$ cat config.mk
export PLATFORM = sky130hd
export DESIGN_NAME = id_ex_hazard_stage
export DESIGN_NICKNAME = d
export VERILOG_FILES = /design/src/rtl/pipe_pkg.sv /design/src/rtl/hazard_unit.sv /design/src/rtl/id_ex_hazard_stage.sv
export SDC_FILE = /design/constraint.sdc
export NUM_CORES = 1
export LEC_CHECK = 0
export ABC_AREA = 0
export ABC_CLOCK_PERIOD_IN_PS = 2100
export CORE_MARGIN = 8
export CORE_UTILIZATION = 43
export CTS_BUF_LIST = sky130_fd_sc_hd__clkbuf_8
export CTS_CLUSTER_DIAMETER = 50
export DETAILED_ROUTE_END_ITERATION = 8
export PLACE_DENSITY = 0.87
export SYNTH_ARGS = -nofsm -noshare
export SYNTH_HDL_FRONTEND = slang
export SYNTH_HIERARCHICAL = 1
export SYNTH_SLANG_ARGS = --single-unit
$ cat constraint.sdc
create_clock -name clk -period 2.1 [get_ports clk]
set_input_delay 0.525 -clock clk [delete_from_list [all_inputs] [get_ports clk]]
set_output_delay 0.525 -clock clk [all_outputs]
set_load 0.01 [all_outputs]
$ cat src/rtl/pipe_pkg.sv
// Shared pipeline definitions for the ID/EX stage and its hazard unit.
//   FWD_*      : ALU operand forward selects (register file, WB, MEM).
//   RES_*      : ResultSrc encodings carried down the pipe.
//   ex_ctrl_t  : control fields held in the EX stage register.
//   fwd_select : forwarding priority for one EX source register.
package pipe_pkg;

   localparam logic [1:0] FWD_REG = 2'b00;
   localparam logic [1:0] FWD_WB  = 2'b01;
   localparam logic [1:0] FWD_MEM = 2'b10;

   localparam logic [1:0] RES_ALU = 2'b00;
   localparam logic [1:0] RES_MEM = 2'b01;
   localparam logic [1:0] RES_PC4 = 2'b10;

   typedef struct packed {
      logic       branch;
      logic       mem_write;
      logic       mem_read;
      logic       alu_src;
      logic       reg_write;
      logic       jump;
      logic [1:0] result_src;
      logic [2:0] alu_control;
   } ex_ctrl_t;

   // MEM is the younger producer, so it beats WB. x0 is never forwarded.
   function automatic logic [1:0] fwd_select(input logic       reg_write_m,
                                             input logic [4:0] rd_m,
                                             input logic       reg_write_w,
                                             input logic [4:0] rd_w,
                                             input logic [4:0] rs_e);
      logic [1:0] sel;
      sel = FWD_REG;
      if (reg_write_m && (rd_m != 5'd0) && (rd_m == rs_e)) begin
         sel = FWD_MEM;
      end else if (reg_write_w && (rd_w != 5'd0) && (rd_w == rs_e)) begin
         sel = FWD_WB;
      end
      return sel;
   endfunction

endpackage

$ cat src/rtl/hazard_unit.sv
// Combinational hazard detection and operand forwarding.
//   Inputs : EX-stage state (valid, mem_read, branch, jump, zero, rs1/rs2/rd),
//            decode sources rs1/rs2, MEM and WB writeback info.
//   Outputs: lw_stall, pc_src, stall_f/stall_d, flush_d, flush_e,
//            forward_a/forward_b operand selects.
module hazard_unit
   import pipe_pkg::*;
(
   input  logic       valid_e_i,
   input  logic       mem_read_e_i,
   input  logic       branch_e_i,
   input  logic       jump_e_i,
   input  logic       zero_e_i,
   input  logic [4:0] rs1_d_i,
   input  logic [4:0] rs2_d_i,
   input  logic [4:0] rs1_e_i,
   input  logic [4:0] rs2_e_i,
   input  logic [4:0] rd_e_i,
   input  logic       reg_write_m_i,
   input  logic [4:0] rd_m_i,
   input  logic       reg_write_w_i,
   input  logic [4:0] rd_w_i,
   output logic       lw_stall_o,
   output logic       pc_src_o,
   output logic       stall_f_o,
   output logic       stall_d_o,
   output logic       flush_d_o,
   output logic       flush_e_o,
   output logic [1:0] forward_a_o,
   output logic [1:0] forward_b_o
);

   always_comb begin
      lw_stall_o  = 1'b0;
      pc_src_o    = 1'b0;
      stall_f_o   = 1'b0;
      stall_d_o   = 1'b0;
      flush_d_o   = 1'b0;
      flush_e_o   = 1'b0;
      forward_a_o = FWD_REG;
      forward_b_o = FWD_REG;

      lw_stall_o = valid_e_i && mem_read_e_i && (rd_e_i != 5'd0) &&
                   ((rd_e_i == rs1_d_i) || (rd_e_i == rs2_d_i));
      pc_src_o   = valid_e_i && ((branch_e_i && zero_e_i) || jump_e_i);

      // A redirect squashes the dependent instruction anyway, so it overrides the stall.
      stall_f_o  = lw_stall_o && !pc_src_o;
      stall_d_o  = stall_f_o;
      flush_d_o  = pc_src_o;
      flush_e_o  = lw_stall_o || pc_src_o;

      forward_a_o = fwd_select(reg_write_m_i, rd_m_i, reg_write_w_i, rd_w_i, rs1_e_i);
      forward_b_o = fwd_select(reg_write_m_i, rd_m_i, reg_write_w_i, rd_w_i, rs2_e_i);
   end

endmodule

$ cat src/rtl/id_ex_hazard_stage.sv
// ID/EX pipeline register with hazard steering and a saturating bubble counter.
//   clk, reset        : clock and asynchronous active-high reset.
//   *D inputs         : decoded control and register addresses from ID.
//   ZeroE             : ALU zero flag of the instruction in EX.
//   RegWriteM/RdM/W   : writeback info used for forwarding.
//   *E outputs        : registered EX copies; ValidE marks a real instruction.
//   PCSrcE, StallF/D, FlushD, ForwardAE/BE : pipeline steering.
//   BubbleCnt         : load-use bubbles inserted, saturating at 16'hFFFF.
module id_ex_hazard_stage
   import pipe_pkg::*;
(
   input  logic        clk,
   input  logic        reset,
   input  logic        BranchD,
   input  logic        MemWriteD,
   input  logic        MemReadD,
   input  logic        ALUSrcD,
   input  logic        RegWriteD,
   input  logic        JumpD,
   input  logic [1:0]  ResultSrcD,
   input  logic [2:0]  ALUControlD,
   input  logic [4:0]  Rs1D,
   input  logic [4:0]  Rs2D,
   input  logic [4:0]  RdD,
   input  logic        ZeroE,
   input  logic        RegWriteM,
   input  logic [4:0]  RdM,
   input  logic        RegWriteW,
   input  logic [4:0]  RdW,
   output logic        BranchE,
   output logic        MemWriteE,
   output logic        MemReadE,
   output logic        ALUSrcE,
   output logic        RegWriteE,
   output logic        JumpE,
   output logic [1:0]  ResultSrcE,
   output logic [2:0]  ALUControlE,
   output logic [4:0]  Rs1E,
   output logic [4:0]  Rs2E,
   output logic [4:0]  RdE,
   output logic        ValidE,
   output logic        PCSrcE,
   output logic        StallF,
   output logic        StallD,
   output logic        FlushD,
   output logic [1:0]  ForwardAE,
   output logic [1:0]  ForwardBE,
   output logic [15:0] BubbleCnt
);

   ex_ctrl_t    ctrl_d, ctrl_q;
   logic [4:0]  rs1_d, rs1_q;
   logic [4:0]  rs2_d, rs2_q;
   logic [4:0]  rd_d, rd_q;
   logic        valid_d, valid_q;
   logic [15:0] bubble_cnt_d, bubble_cnt_q;

   logic        lw_stall;
   logic        flush_e;

   hazard_unit u_hazard_unit (
      .valid_e_i     (valid_q),
      .mem_read_e_i  (ctrl_q.mem_read),
      .branch_e_i    (ctrl_q.branch),
      .jump_e_i      (ctrl_q.jump),
      .zero_e_i      (ZeroE),
      .rs1_d_i       (Rs1D),
      .rs2_d_i       (Rs2D),
      .rs1_e_i       (rs1_q),
      .rs2_e_i       (rs2_q),
      .rd_e_i        (rd_q),
      .reg_write_m_i (RegWriteM),
      .rd_m_i        (RdM),
      .reg_write_w_i (RegWriteW),
      .rd_w_i        (RdW),
      .lw_stall_o    (lw_stall),
      .pc_src_o      (PCSrcE),
      .stall_f_o     (StallF),
      .stall_d_o     (StallD),
      .flush_d_o     (FlushD),
      .flush_e_o     (flush_e),
      .forward_a_o   (ForwardAE),
      .forward_b_o   (ForwardBE)
   );

   always_comb begin
      ctrl_d       = '0;
      rs1_d        = 5'd0;
      rs2_d        = 5'd0;
      rd_d         = 5'd0;
      valid_d      = 1'b0;
      bubble_cnt_d = bubble_cnt_q;

      // A flushed slot becomes an all-zero bubble; otherwise take the D instruction.
      if (!flush_e) begin
         ctrl_d.branch      = BranchD;
         ctrl_d.mem_write   = MemWriteD;
         ctrl_d.mem_read    = MemReadD;
         ctrl_d.alu_src     = ALUSrcD;
         ctrl_d.reg_write   = RegWriteD;
         ctrl_d.jump        = JumpD;
         ctrl_d.result_src  = ResultSrcD;
         ctrl_d.alu_control = ALUControlD;
         rs1_d              = Rs1D;
         rs2_d              = Rs2D;
         rd_d               = RdD;
         valid_d            = 1'b1;
      end

      if (lw_stall && (bubble_cnt_q != 16'hFFFF)) begin
         bubble_cnt_d = bubble_cnt_q + 16'd1;
      end
   end

   always_ff @(posedge clk or posedge reset) begin
      if (reset) begin
         ctrl_q       <= '0;
         rs1_q        <= 5'd0;
         rs2_q        <= 5'd0;
         rd_q         <= 5'd0;
         valid_q      <= 1'b0;
         bubble_cnt_q <= 16'd0;
      end else begin
         ctrl_q       <= ctrl_d;
         rs1_q        <= rs1_d;
         rs2_q        <= rs2_d;
         rd_q         <= rd_d;
         valid_q      <= valid_d;
         bubble_cnt_q <= bubble_cnt_d;
      end
   end

   assign BranchE     = ctrl_q.branch;
   assign MemWriteE   = ctrl_q.mem_write;
   assign MemReadE    = ctrl_q.mem_read;
   assign ALUSrcE     = ctrl_q.alu_src;
   assign RegWriteE   = ctrl_q.reg_write;
   assign JumpE       = ctrl_q.jump;
   assign ResultSrcE  = ctrl_q.result_src;
   assign ALUControlE = ctrl_q.alu_control;
   assign Rs1E        = rs1_q;
   assign Rs2E        = rs2_q;
   assign RdE         = rd_q;
   assign ValidE      = valid_q;
   assign BubbleCnt   = bubble_cnt_q;

endmodule

; After elaboration in Yosys (flattened, before gate mapping)
; Index checks and enable logic that the tools add are counted.
[classes]
n_addsub = 1
eq_ne = 7
mux = 9
reduce_logical = 20
[ops]
columns = operator, n
row1 = $eq A5 B5 Y1, 6
row2 = $add A16 B1 Y16 const B, 1
row3 = $ne A16 B16 Y1 const B, 1
row4 = $mux W5, 3
row5 = $reduce_bool A5 Y1, 3
row6 = $logic_and A1 B1 Y1, 13
row7 = $mux W11, 1
row8 = $mux W2, 2
row9 = $logic_or A1 B1 Y1, 3
row10 = $mux W1, 3
row11 = $logic_not A1 Y1, 1
[totals]
regBits = 43
input_bits = 41
out_inout_bits = 51
word_cells = 50

; Longest topological paths before layout
; Gate-level depths: netlist (run 1).
[logic_depth]
word_depth = 5
mapped_depth = 8
ltp_nobuf = 8

; By module
; Netlist (run 1), hierarchy kept.
[by_module_without_submodules]
columns = module, n_inst, cells_each, area_per_inst_um2, seq_area_each_um2
row1 = id_ex_hazard_stage, 1, 138, 1675.4, 1076.0
row2 = hazard_unit, 1, 56, 440.4, 0.0

; Worst setup path before layout (run 1)
; No wires, ideal clock.
[synth_timing]
path_type = input-to-output
from = in RdM[1]
to = out ForwardAE[0]
t_arrival_ps = 1652
t_required_ps = 1575
slack_ps = -77
stages = 4
n_path_buf = 0
cell_sequence = or4_4 o21ai_2 nor4_1 nor4_2
[synth_between]
elab_chain_cells = 4
elab_cells_between_ends = 5
classes_between = 1 x eq/ne / 1 x mux / 3 x reduce/logical
[synth_lines]
columns = element, line_no
row1 = from (decl), id_ex_hazard_stage.sv:27  ; input logic [4:0] RdM,
row2 = $reduce_bool A5 Y1, pipe_pkg.sv:35  ; if (reg_write_m && (rd_m != 5'd0) && (rd_m == rs_e)) begin
row3 = $logic_and A1 B1 Y1, pipe_pkg.sv:35
row4 = $logic_and A1 B1 Y1 (*), pipe_pkg.sv:35
row5 = $mux W2 (*), pipe_pkg.sv:35
row6 = to (decl), id_ex_hazard_stage.sv:46  ; output logic [1:0] ForwardAE,
; Mark *: on every way between the ends. The rest lies on a longest branch, timed or not.

; Final worst setup path (run 1)
[layout_timing]
from = reg rs2_q[0], in the netlist Rs2E[0]
to = out ForwardBE[0]
[layout_between]
elab_chain_cells = 4
elab_cells_between_ends = 6
classes_between = 2 x eq/ne / 2 x mux / 2 x reduce/logical
[layout_lines]
columns = element, line_no
row1 = from (decl), id_ex_hazard_stage.sv:53  ; logic [4:0] rs2_d, rs2_q;
row2 = from (signal assigned), id_ex_hazard_stage.sv:126  ; rs2_q <= rs2_d;
row3 = $eq A5 B5 Y1, pipe_pkg.sv:37  ; end else if (reg_write_w && (rd_w != 5'd0) && (rd_w == rs_e)) begin
row4 = $logic_and A1 B1 Y1, pipe_pkg.sv:37
row5 = $mux W1, pipe_pkg.sv:37
row6 = $mux W2 (*), pipe_pkg.sv:35
row7 = to (decl), id_ex_hazard_stage.sv:47  ; output logic [1:0] ForwardBE,
; Marked as above.

==> run metrics, run 1 <==
Post-synth top cells=43 x dfrtp_1, 28 x nor2b_1, 28 x xor2_1; crit path capture type=primary output; worst-margin pin slew=0.6931 ns; Inserted Diodes=0; violation count after the first detailed-routing iteration=81; vias after detailed routing=2,046; CP Data Arrival Time=1.83 ns; via count of the first global-routing pass=2,146; violations in the final reports=negative setup slack; FF+latch count, synth=43; maximum number of pins on one net before global-route repair=30; Post-route DRC=0; CTS tree=done; setup repair after global routing missed its margin=yes; number of buffers inserted during clock tree synthesis=5; area grow syn2layout=76.76%; DPL Wire Length=4729 µm; highest cell delay on the worst timing path=0.55 ns; last weighted congestion value of the routability-driven placer=0.8851; TritonRoute pass-1 iters=4; cell count after synthesis=194; GRT Resource Usage Total=18.27%; Mapped Nets=236; average detailed-routed wire length per instance=18.09 µm; Core Region=4723 µm²; total power consumption of the routed design=2.925 mW; fraction of the core area covered by cells at the end of the flow=79.18%; DIE HEIGHT=86.15 µm; achievable clock frequency=0.4243 GHz; maximum clock skew at final layout=0.005261 ns; antenna violation net count after detailed routing=0; final instance area=3740 µm²; global route overflow=0; Slew Viols, Final=0; Worst Setup Path Type=reg -> out; Net count, final=368; result of the run=finished, violations left; clock sinks=43; required arrival time at the worst endpoint=1.57 ns; Die X=86.15 µm; CTS Root Buffer Type=clkbuf_8; Most used DFF post-synth=dfrtp_1; fill cell count=259; Synth async-reset ratio=100.0%; slew margin rel.=53.41%; R2R depth=11; clock period minus worst slack=2.357 ns; top cell type by total area after synthesis=dfrtp_1; final hold violation count=0; post-synthesis cell area=2116 µm²; final setup margin=-0.2569 ns; Worst Hold Class=in -> async; die outline area=7421 µm²; clock-pin transition on the worst setup and hold timing paths=0.08 ns; H-tree levels=2; count of flip-flops with a built-in enable after synthesis=0; Starting Density=44.79%; worst hold-check slack=0.5129 ns; count of hold buffers inserted by post-cts repair=0; total placed instance area=3292 µm²; worst voltage drop across the vdd grid=0.0005339 V; flop-to-flop setup slack=-0.10 ns; Post-Route WL=7126 µm; Setup-failing EPs final=12; highest fanout seen on the critical path=2; antenna violations before repair=0; cell leakage power=1.669 nW; largest cells by area after synthesis=dfrtp_1 51%, xor2_1 12%, nor2b_1 8.3%; number of max-cap violations=0; slowest CP cell=or4_4; share of the synthesized area in the top cell type=50.86%; placement row count=25; number of placed I/O pins=92; syn avg cell area=10.91 µm²; final sum of negative setup slack=-1.451 ns; sequence of cells on the critical path=xor2_1 -> or4_4 -> nor4_2 -> buf_2; via/cell ratio=5.193; insertion delay of the later-clocked pin in the worst-skew pair=0.30 ns; share of layout cells above drive strength 1=33.33%; worst reg2reg endpoint=BubbleCnt[9]; share of the yosys chip area belonging to registers=50.86%; global-route wire length before repair=10,650 µm; Final Cycle Share=112.2%; cell with the most instances after synthesis=dfrtp_1; Yosys warning total=6; startpoint of the most critical register-to-register path=RdE[1]; pwr/cell area=782.1 nW/µm²; buffers from clock root to sink, at most=2; total of buffers placed on input and output ports=91; launching element type of the critical path=flip-flop; library cells used by synthesis=31
## cell usage in the layout, fill, tap and decap left out, types with 2 or more instances in the layout
cell	Yosys	final
a21oi_1	7	6
buf_2	0	6
buf_4	2	30
buf_6	0	11
clkbuf_2	0	8
clkbuf_8	0	5
clkdlybuf4s50_1	0	61
dfrtp_1	43	43
dlygate4sd2_1	0	9
dlymetal6s2s_1	0	2
inv_1	5	5
mux2_4	0	2
nand2_1	7	7
nand3_1	7	2
nand3_2	0	2
nand3_4	1	4
nand4_1	6	6
nor2_1	8	6
nor2b_1	28	24
nor2b_2	0	4
nor3_2	0	3
nor3_4	0	3
nor4_2	3	4
nor4_4	0	7
o211ai_1	2	2
o21ai_4	0	2
or4_1	5	3
or4_4	1	3
xnor2_1	10	6
xnor2_2	0	4
xor2_1	28	28
## where the power goes
group          total [mW]  internal, mW  switching (mW)
registers            1.11         0.980           0.127
logic                1.30         0.713           0.590
clock network       0.515         0.228           0.287
## routing by layer
layer,routed length [µm],share of wire (%),up-vias,global-route usage [%]
li1,-,-,940,-
met1,2782,39,994,19.95
met2,3653,51,99,32.26
met3,539,7.6,13,5.253
met4,151,2.1,0,7.325
met5,0,0,-,0
## registers in the layout, summed over array words and instances (netlist names)
signal,cells
MemReadE,1
BubbleCnt,16
BranchE,1
ALUSrcE,1
ResultSrcE,2
MemWriteE,1
ALUControlE,3
ValidE,1
RdE,5
Rs2E,5
Rs1E,5
RegWriteE,1
JumpE,1
## cell families (layout without fill, tap and decap cells)
kind of cell / after synthesis / count (layout) / synth area share (%)
and+or+nand+nor: 84 / 84 / 24.42
AOI/OAI and AO/OA: 16 / 16 / 4.908
muxes: 3 / 3 / 1.537
xor gates and xnor gates: 38 / 38 / 15.73
DFF: 43 / 43 / 50.86
adders and majority gates: 1 / 1 / 0.5913
buffers and inverters: 9 / 142 / 1.952
## cell type report
class	instances	area (µm²)	share of cell area (%)
multi-input combinational	142	1313	35.10
tap	67	83.83	2.242
clock buffer	5	68.82	1.840
inverter	5	18.77	0.5018
timing repair buffer	129	1164	31.11
clock inverter	3	16.27	0.4349
sequential	43	1076	28.77
## stage by stage
step / cells / setup slack [ns]
6_report: 394 / -0.2569
5_1_grt: 394 / -0.3295
4_1_cts: 390 / -0.2871
3_5_place_dp: 373 / -1.102
3_3_place_gp: 373 / -1.051
2_1_floorplan: 194 / 0.01351
## what timing repair did
item | in CTS | in global routing
setup buffers | 10 | 7
pin swaps | 24 | 16
setup endpoints to repair | 23 | 40
resized for setup | 101 | 43
## worst max-delay path, delay by kind of cell (launching register included)
family / cells / cell delay [ns]
simple gates: 2 / 0.80
xor+xnor: 1 / 0.16
flops: 1 / 0.41
buf+inv: 1 / 0.17
## worst max-delay path by stage
stage | end | depth (start not counted) | from | slack [ns]
6_report | ForwardBE[0] | 4 | Rs2E[0] | -0.26
3_5_place_dp | ForwardBE[0] | 6 | RdW[3] | -1.10
4_1_cts | ForwardAE[0] | 6 | RdM[3] | -0.29
3_3_place_gp | ForwardAE[0] | 6 | RdW[3] | -1.05
5_1_grt | ForwardAE[0] | 6 | RdM[2] | -0.33
2_1_floorplan | ForwardAE[0] | 4 | RdW[2] | 0.01
Power figures use the tool's default switching activity.
==> run 2, diff against run 1 <==
--- a/config.mk
+++ b/config.mk
@@ -7,7 +7,6 @@
 export LEC_CHECK = 0
 export ABC_AREA = 0
 export ABC_CLOCK_PERIOD_IN_PS = 2100
-export CORE_MARGIN = 8
 export CORE_UTILIZATION = 43
 export CTS_BUF_LIST = sky130_fd_sc_hd__clkbuf_8
 export CTS_CLUSTER_DIAMETER = 50
@@ -15,5 +14,4 @@
 export PLACE_DENSITY = 0.87
 export SYNTH_ARGS = -nofsm -noshare
 export SYNTH_HDL_FRONTEND = slang
-export SYNTH_HIERARCHICAL = 1
 export SYNTH_SLANG_ARGS = --single-unit
==> run 2 against run 1 <==
Net effect:
- the run still ends with negative setup slack left
- design area fell by 3.6%
- wire length fell by 22%
- fmax fell by 0.55%
- via count fell by 9.5%
- core utilization fell by 2.8 points
- clock skew fell by 0.0013 ns
- count of clock-buffer cells in the layout did not move
- total power rose by 10%
- first-iteration DRC count rose by 15%
- critical path type is now in -> out
- largest cell class is now buffers
==> run metrics, run 2 <==
maximum number of pins on one net before global-route repair=29 (-3.3%); clock sinks=43 (unchanged); Net count, final=354 (-3.8%); crit path capture type=primary output; Mapped Nets=226 (-4.2%); Final Cycle Share=112.9% (+0.62 points); cell with the most instances after synthesis=dfrtp_1; vias after detailed routing=1,851 (-9.5%); library cells used by synthesis=33 (+6.5%); last weighted congestion value of the routability-driven placer=0.8141 (-8.0%); total of buffers placed on input and output ports=91 (unchanged); Post-Route WL=5578 µm (-22%); violation count after the first detailed-routing iteration=93 (+15%); worst voltage drop across the vdd grid=0.0007463 V (+40%); Post-synth top cells=43 x dfrtp_1, 32 x xnor2_1, 16 x and2_2; area grow syn2layout=70.33%; number of max-cap violations=0 (unchanged); cell leakage power=1.567 nW (-6.1%); final instance area=3606 µm² (-3.6%); fill cell count=318 (+23%); CP Data Arrival Time=1.85 ns (+0.02 ns); Setup-failing EPs final=6 (-6); Most used DFF post-synth=dfrtp_1; via count of the first global-routing pass=1,831 (-15%); FF+latch count, synth=43 (unchanged); global-route wire length before repair=8542 µm (-20%); Slew Viols, Final=0 (unchanged); setup repair after global routing missed its margin=yes; worst-margin pin slew=0.6058 ns (-0.08734 ns); Yosys warning total=0 (-6); final hold violation count=0 (unchanged); most common library cell in the layout ignoring fill and taps=clkdlybuf4s50_1; placement row count=25 (unchanged); source of the critical timing path=RdW[2]; DIE HEIGHT=72.17 µm (-16%); number of buffers inserted during clock tree synthesis=5 (unchanged); die outline area=5208 µm² (-30%); Worst Setup Path Type=in -> out; startpoint of the most critical register-to-register path=RdE[2]; Inserted Diodes=0 (unchanged); achievable clock frequency=0.4219 GHz (-0.55%); DPL Wire Length=3926 µm (-17%); worst hold-check slack=0.4971 ns (-0.01580 ns); commonest cells after routing, fill and taps aside=63 x clkdlybuf4s50_1, 43 x dfrtp_1, 30 x xnor2_1, 26 x buf_4, 16 x and2_2; cell count after synthesis=184 (-5.2%); Die X=72.17 µm (-16%); clock period minus worst slack=2.370 ns (+0.01309 ns); Post-route DRC=0 (unchanged); share of the yosys chip area belonging to registers=50.83% (about the same); antenna violations before repair=0 (unchanged); Synth async-reset ratio=100.0% (unchanged); slew margin rel.=59.37% (+6.0 points); highest fanout seen on the critical path=2 (unchanged); share of layout cells above drive strength 1=30.35% (-3.0 points); antenna violation net count after detailed routing=0 (unchanged); GRT Resource Usage Total=21.72% (+3.5 points); flip-flop count of the largest register, all copies and words added=16 (unchanged); launching element type of the critical path=primary input; clock-pin transition on the worst setup and hold timing paths=0.08 ns (about the same); H-tree levels=2 (unchanged); TritonRoute pass-1 iters=4 (unchanged); violations in the final reports=negative setup slack; Core Region=4723 µm² (unchanged); average detailed-routed wire length per instance=14.68 µm (-19%); largest cells by area after synthesis=dfrtp_1 51%, xnor2_1 13%, and2_2 5.7%; total placed instance area=3337 µm² (+1.4%); post-synthesis cell area=2117 µm² (about the same); final setup margin=-0.2700 ns (-0.01309 ns); count of hold buffers inserted by post-cts repair=0 (unchanged); count of flip-flops with a built-in enable after synthesis=0 (unchanged); global route overflow=0 (unchanged); CTS tree=done; buffers from clock root to sink, at most=2 (unchanged); CTS Root Buffer Type=clkbuf_8; required arrival time at the worst endpoint=1.57 ns (about the same); share of the synthesized area in the top cell type=50.83% (about the same); result of the run=finished, violations left; Worst Hold Class=in -> reg; Starting Density=44.82% (about the same); final sum of negative setup slack=-1.111 ns (+0.3403 ns); launch point of the worst hold path=Rs1D[1]; via/cell ratio=4.871 (-6.2%); maximum clock skew at final layout=0.003922 ns (-0.001339 ns); top cell type by total area after synthesis=dfrtp_1; insertion delay of the later-clocked pin in the worst-skew pair=0.29 ns (about the same); number of placed I/O pins=92 (unchanged); pwr/cell area=893.8 nW/µm² (+14%); syn avg cell area=11.51 µm² (+5.5%)
run 2: layout make-up:
type / count / area [µm²] / share of cell area [%]
inverter: 1 / 3.754 / 0.1041
sequential: 43 / 1076 / 29.84
tap: 67 / 83.83 / 2.325
timing repair buffer: 126 / 1177 / 32.65
multi-input combinational: 135 / 1129 / 31.30
clock inverter: 3 / 67.56 / 1.874
clock buffer: 5 / 68.82 / 1.908
run 2: path summary, 6_finish.rpt:
| path | to | slack, ns | cells past startpoint |
|---|---|---|---|
| worst max-delay path | ForwardBE[0] | -0.27 | 7 |
| worst min-delay path | Rs1E[1] | 0.50 | 2 |
| worst max register to register | BubbleCnt[14] | 0.03 | 7 |
| worst min register to register | BubbleCnt[11] | 0.51 | 1 |
| max in group asynchronous | MemReadE | 1.08 | 3 |
| min in group asynchronous | BubbleCnt[14] | 0.53 | 2 |
run 2: critical path: stages:
cell	delay, ns
dlygate4sd2_1	0.24
buf_4	0.14
xor2_1	0.14
nor3_2	0.21
nand3_1	0.16
nor3_2	0.25
buf_2	0.17
run 2: cell families (layout without fill, tap and decap cells):
kind of cell,after synthesis,in the layout,share of synthesized area (%)
AOI/OAI and AO/OA,9,9,4.078
xor gates and xnor gates,44,44,18.20
adders and majority gates,1,1,0.5909
buffers and inverters,6,135,2.186
DFF,43,43,50.83
muxes,2,2,1.064
and+or+nand+nor,79,79,23.05
run 2: what timing repair did:
action                     4_1_cts  5_1_grt
gates resized for setup         69       28
setup endpoints to repair        8        8
setup buffers                    2        3
pin swaps                       17        8
run 2: through the flow:
stage / worst slack, ns / power [mW] / utilization [%] / cells
finish: -0.2700 / 3.223 / 76.34 / 380
CTS: -0.2858 / 3.175 / 74.33 / 377
global placement: -1.006 / 2.368 / 70.65 / 367
global route: -0.3041 / 3.406 / 76.34 / 380
detailed placement: -1.103 / 2.393 / 70.65 / 367
floorplan: -0.007852 / 1.698 / - / 184
run 2: per-layer routing:
metal | global-route usage, % | up-vias | wire, µm
li1 | - | 889 | -
met1 | 25.30 | 873 | 2082
met2 | 38.73 | 81 | 2964
met3 | 5.833 | 8 | 413
met4 | 7.190 | 0 | 118
met5 | 0 | - | 0
run 2: power by group:
group | leakage (nW) | switching (mW) | internal (mW)
combinational | 0.947 | 0.571 | 0.794
sequential | 0.556 | 0.125 | 0.980
clock | 0.0644 | 0.279 | 0.474
total | 1.57 | 0.975 | 2.25
==> run 3, diff against run 2 <==
--- a/config.mk
+++ b/config.mk
@@ -7,11 +7,13 @@
 export LEC_CHECK = 0
 export ABC_AREA = 0
 export ABC_CLOCK_PERIOD_IN_PS = 2100
+export CAP_MARGIN = 20
 export CORE_UTILIZATION = 43
 export CTS_BUF_LIST = sky130_fd_sc_hd__clkbuf_8
 export CTS_CLUSTER_DIAMETER = 50
 export DETAILED_ROUTE_END_ITERATION = 8
-export PLACE_DENSITY = 0.87
+export PLACE_DENSITY = 0.82
+export SKIP_LAST_GASP = 1
 export SYNTH_ARGS = -nofsm -noshare
 export SYNTH_HDL_FRONTEND = slang
 export SYNTH_SLANG_ARGS = --single-unit
==> run 3 against run 2 <==
Net effect:
- the run still ends with negative setup slack left
- global-route usage down 0.31 points
- fmax is 2.3% higher
- first-iteration DRC count is 1.1% higher
- combinational power about the same
- register-to-register slack better by 0.07 ns
- die area did not move
- design area down 2.3%
- setup slack better by 0.054 ns
- clock skew is 0.0028 ns higher
- critical endpoint is now ForwardAE[0]
- largest cell class unchanged
==> run metrics, run 3 (synthesized netlist as in run 2, its figures left out) <==
result of the run=finished, violations left; violations in the final reports=negative setup slack; die outline area=5208 µm² (unchanged); number of max-cap violations=0 (unchanged); placement row count=25 (unchanged); Die X=72.17 µm (unchanged); Inserted Diodes=0 (unchanged); Final Cycle Share=110.3% (-2.6 points); Worst Setup Path Type=in -> out; clock-pin transition on the worst setup and hold timing paths=0.08 ns (about the same); H-tree levels=2 (unchanged); highest fanout seen on the critical path=2 (unchanged); fraction of the core area covered by cells at the end of the flow=74.57% (-1.8 points); vias after detailed routing=1,822 (-1.6%); Starting Density=44.82% (unchanged); area grow syn2layout=66.37%; Net count, final=356 (+0.56%); via count of the first global-routing pass=1,748 (-4.5%); DPL Wire Length=3780 µm (-3.7%); final setup margin=-0.2163 ns (+0.05373 ns); sequence of cells on the critical path=clkbuf_2 -> buf_6 -> xor2_1 -> or4_4 -> nor4_2 -> buf_2; Setup-failing EPs final=6 (unchanged); DIE HEIGHT=72.17 µm (unchanged); worst voltage drop across the vdd grid=0.0005290 V (-29%); GRT Resource Usage Total=21.41% (-0.31 points); maximum clock skew at final layout=0.006759 ns (+0.002837 ns); count of hold buffers inserted by post-cts repair=0 (unchanged); worst-margin pin slew=0.4021 ns (-0.2036 ns); CTS tree=done; number of buffers inserted during clock tree synthesis=5 (unchanged); antenna violation net count after detailed routing=0 (unchanged); maximum number of pins on one net before global-route repair=28 (-3.4%); CTS Root Buffer Type=clkbuf_8; Core Region=4723 µm² (unchanged); via/cell ratio=4.770 (-2.1%); Slew Viols, Final=0 (unchanged); slew margin rel.=72.50% (+13 points); clock period minus worst slack=2.316 ns (-0.05373 ns); clock sinks=43 (unchanged); global-route wire length before repair=8493 µm (-0.57%); launching element type of the critical path=primary input; last weighted congestion value of the routability-driven placer=0.8639 (+6.1%); violation count after the first detailed-routing iteration=94 (+1.1%); flip-flop count of the largest register, all copies and words added=16 (unchanged); most common library cell in the layout ignoring fill and taps=clkdlybuf4s50_1; antenna violations before repair=0 (unchanged); total of buffers placed on input and output ports=91 (unchanged); pwr/cell area=835.9 nW/µm² (-6.5%); Post-route DRC=0 (unchanged); global route overflow=0 (unchanged); average detailed-routed wire length per instance=13.47 µm (-8.2%); highest cell delay on the worst timing path=0.48 ns (+0.23 ns); share of layout cells above drive strength 1=31.11% (+0.76 points); crit path capture type=primary output; final hold violation count=0 (unchanged); cell leakage power=1.543 nW (-1.6%); TritonRoute pass-1 iters=4 (unchanged); buffers from clock root to sink, at most=2 (unchanged); number of placed I/O pins=92 (unchanged); setup repair after global routing missed its margin=yes; worst hold-check slack=0.5026 ns (+0.005473 ns); Post-Route WL=5146 µm (-7.7%); commonest cells after routing, fill and taps aside=64 x clkdlybuf4s50_1, 43 x dfrtp_1, 33 x buf_4, 28 x xnor2_1, 16 x and2_2; Worst Hold Class=reg -> reg; slowest CP cell=or4_4; total power consumption of the routed design=2.944 mW (-8.7%); insertion delay of the later-clocked pin in the worst-skew pair=0.29 ns (about the same); achievable clock frequency=0.4317 GHz (+2.3%); CP Data Arrival Time=1.79 ns (-0.06 ns); required arrival time at the worst endpoint=1.57 ns (about the same)
-- run 3: worst paths after layout --
check / from / end / slack, ns / depth (start not counted)
max: RdW[0] / ForwardAE[0] / -0.22 / 6
min: BubbleCnt[11] / BubbleCnt[11] / 0.50 / 1
max reg2reg: RdE[4] / BubbleCnt[1] / 0.10 / 6
min reg2reg: BubbleCnt[11] / BubbleCnt[11] / 0.50 / 1
max in group asynchronous: reset / ResultSrcE[1] / 1.09 / 3
min in group asynchronous: reset / BubbleCnt[12] / 0.54 / 2
-- run 3: routing by layer --
layer,vias up,GRT usage [%],share of wire [%],routed length (µm)
li1,888,-,-,-
met1,868,27.38,41,2120
met2,60,35.93,51,2631
met3,6,6.111,6.6,338
met4,0,5.229,1.1,56
met5,-,0,0,0
-- run 3: worst max-delay path: cells and delay by family --
family / cells / cell delay [ns]
and+or+nand+nor: 2 / 0.75
buffers and inverters: 3 / 0.38
xor gates and xnor gates: 1 / 0.15
-- run 3: stage by stage --
step	setup WS (ns)	instance area [µm²]	cells	setup TNS [ns]
4_1_cts	-0.3147	3472	379	-0.9437
3_3_place_gp	-1.013	3344	368	-10.22
2_1_floorplan	-0.007852	2137	184	-0.007852
3_5_place_dp	-1.044	3344	368	-11.37
5_1_grt	-0.2641	3522	382	-1.094
6_report	-0.2163	3522	382	-0.8599
-- run 3: layout make-up --
class | instances | area [µm²]
Inverter | 1 | 3.754
Fill cell | 325 | 1201
Timing Repair Buffer | 128 | 1170
Multi-Input combinational cell | 135 | 1104
Tap cell | 67 | 83.83
Clock inverter | 3 | 16.27
Clock buffer | 5 | 68.82
Sequential cell | 43 | 1076
-- run 3: report_power, final --
| part | switching, mW | internal (mW) |
|---|---|---|
| clock network | 0.278 | 0.228 |
| registers | 0.126 | 0.981 |
| logic | 0.541 | 0.791 |
| total | 0.945 | 2.00 |
-- run 3: timing repair --
action	CTS	global route
gates resized for setup	73	17
endpoints found under the setup margin	8	8
pin swaps	16	8
buffers inserted	3	3
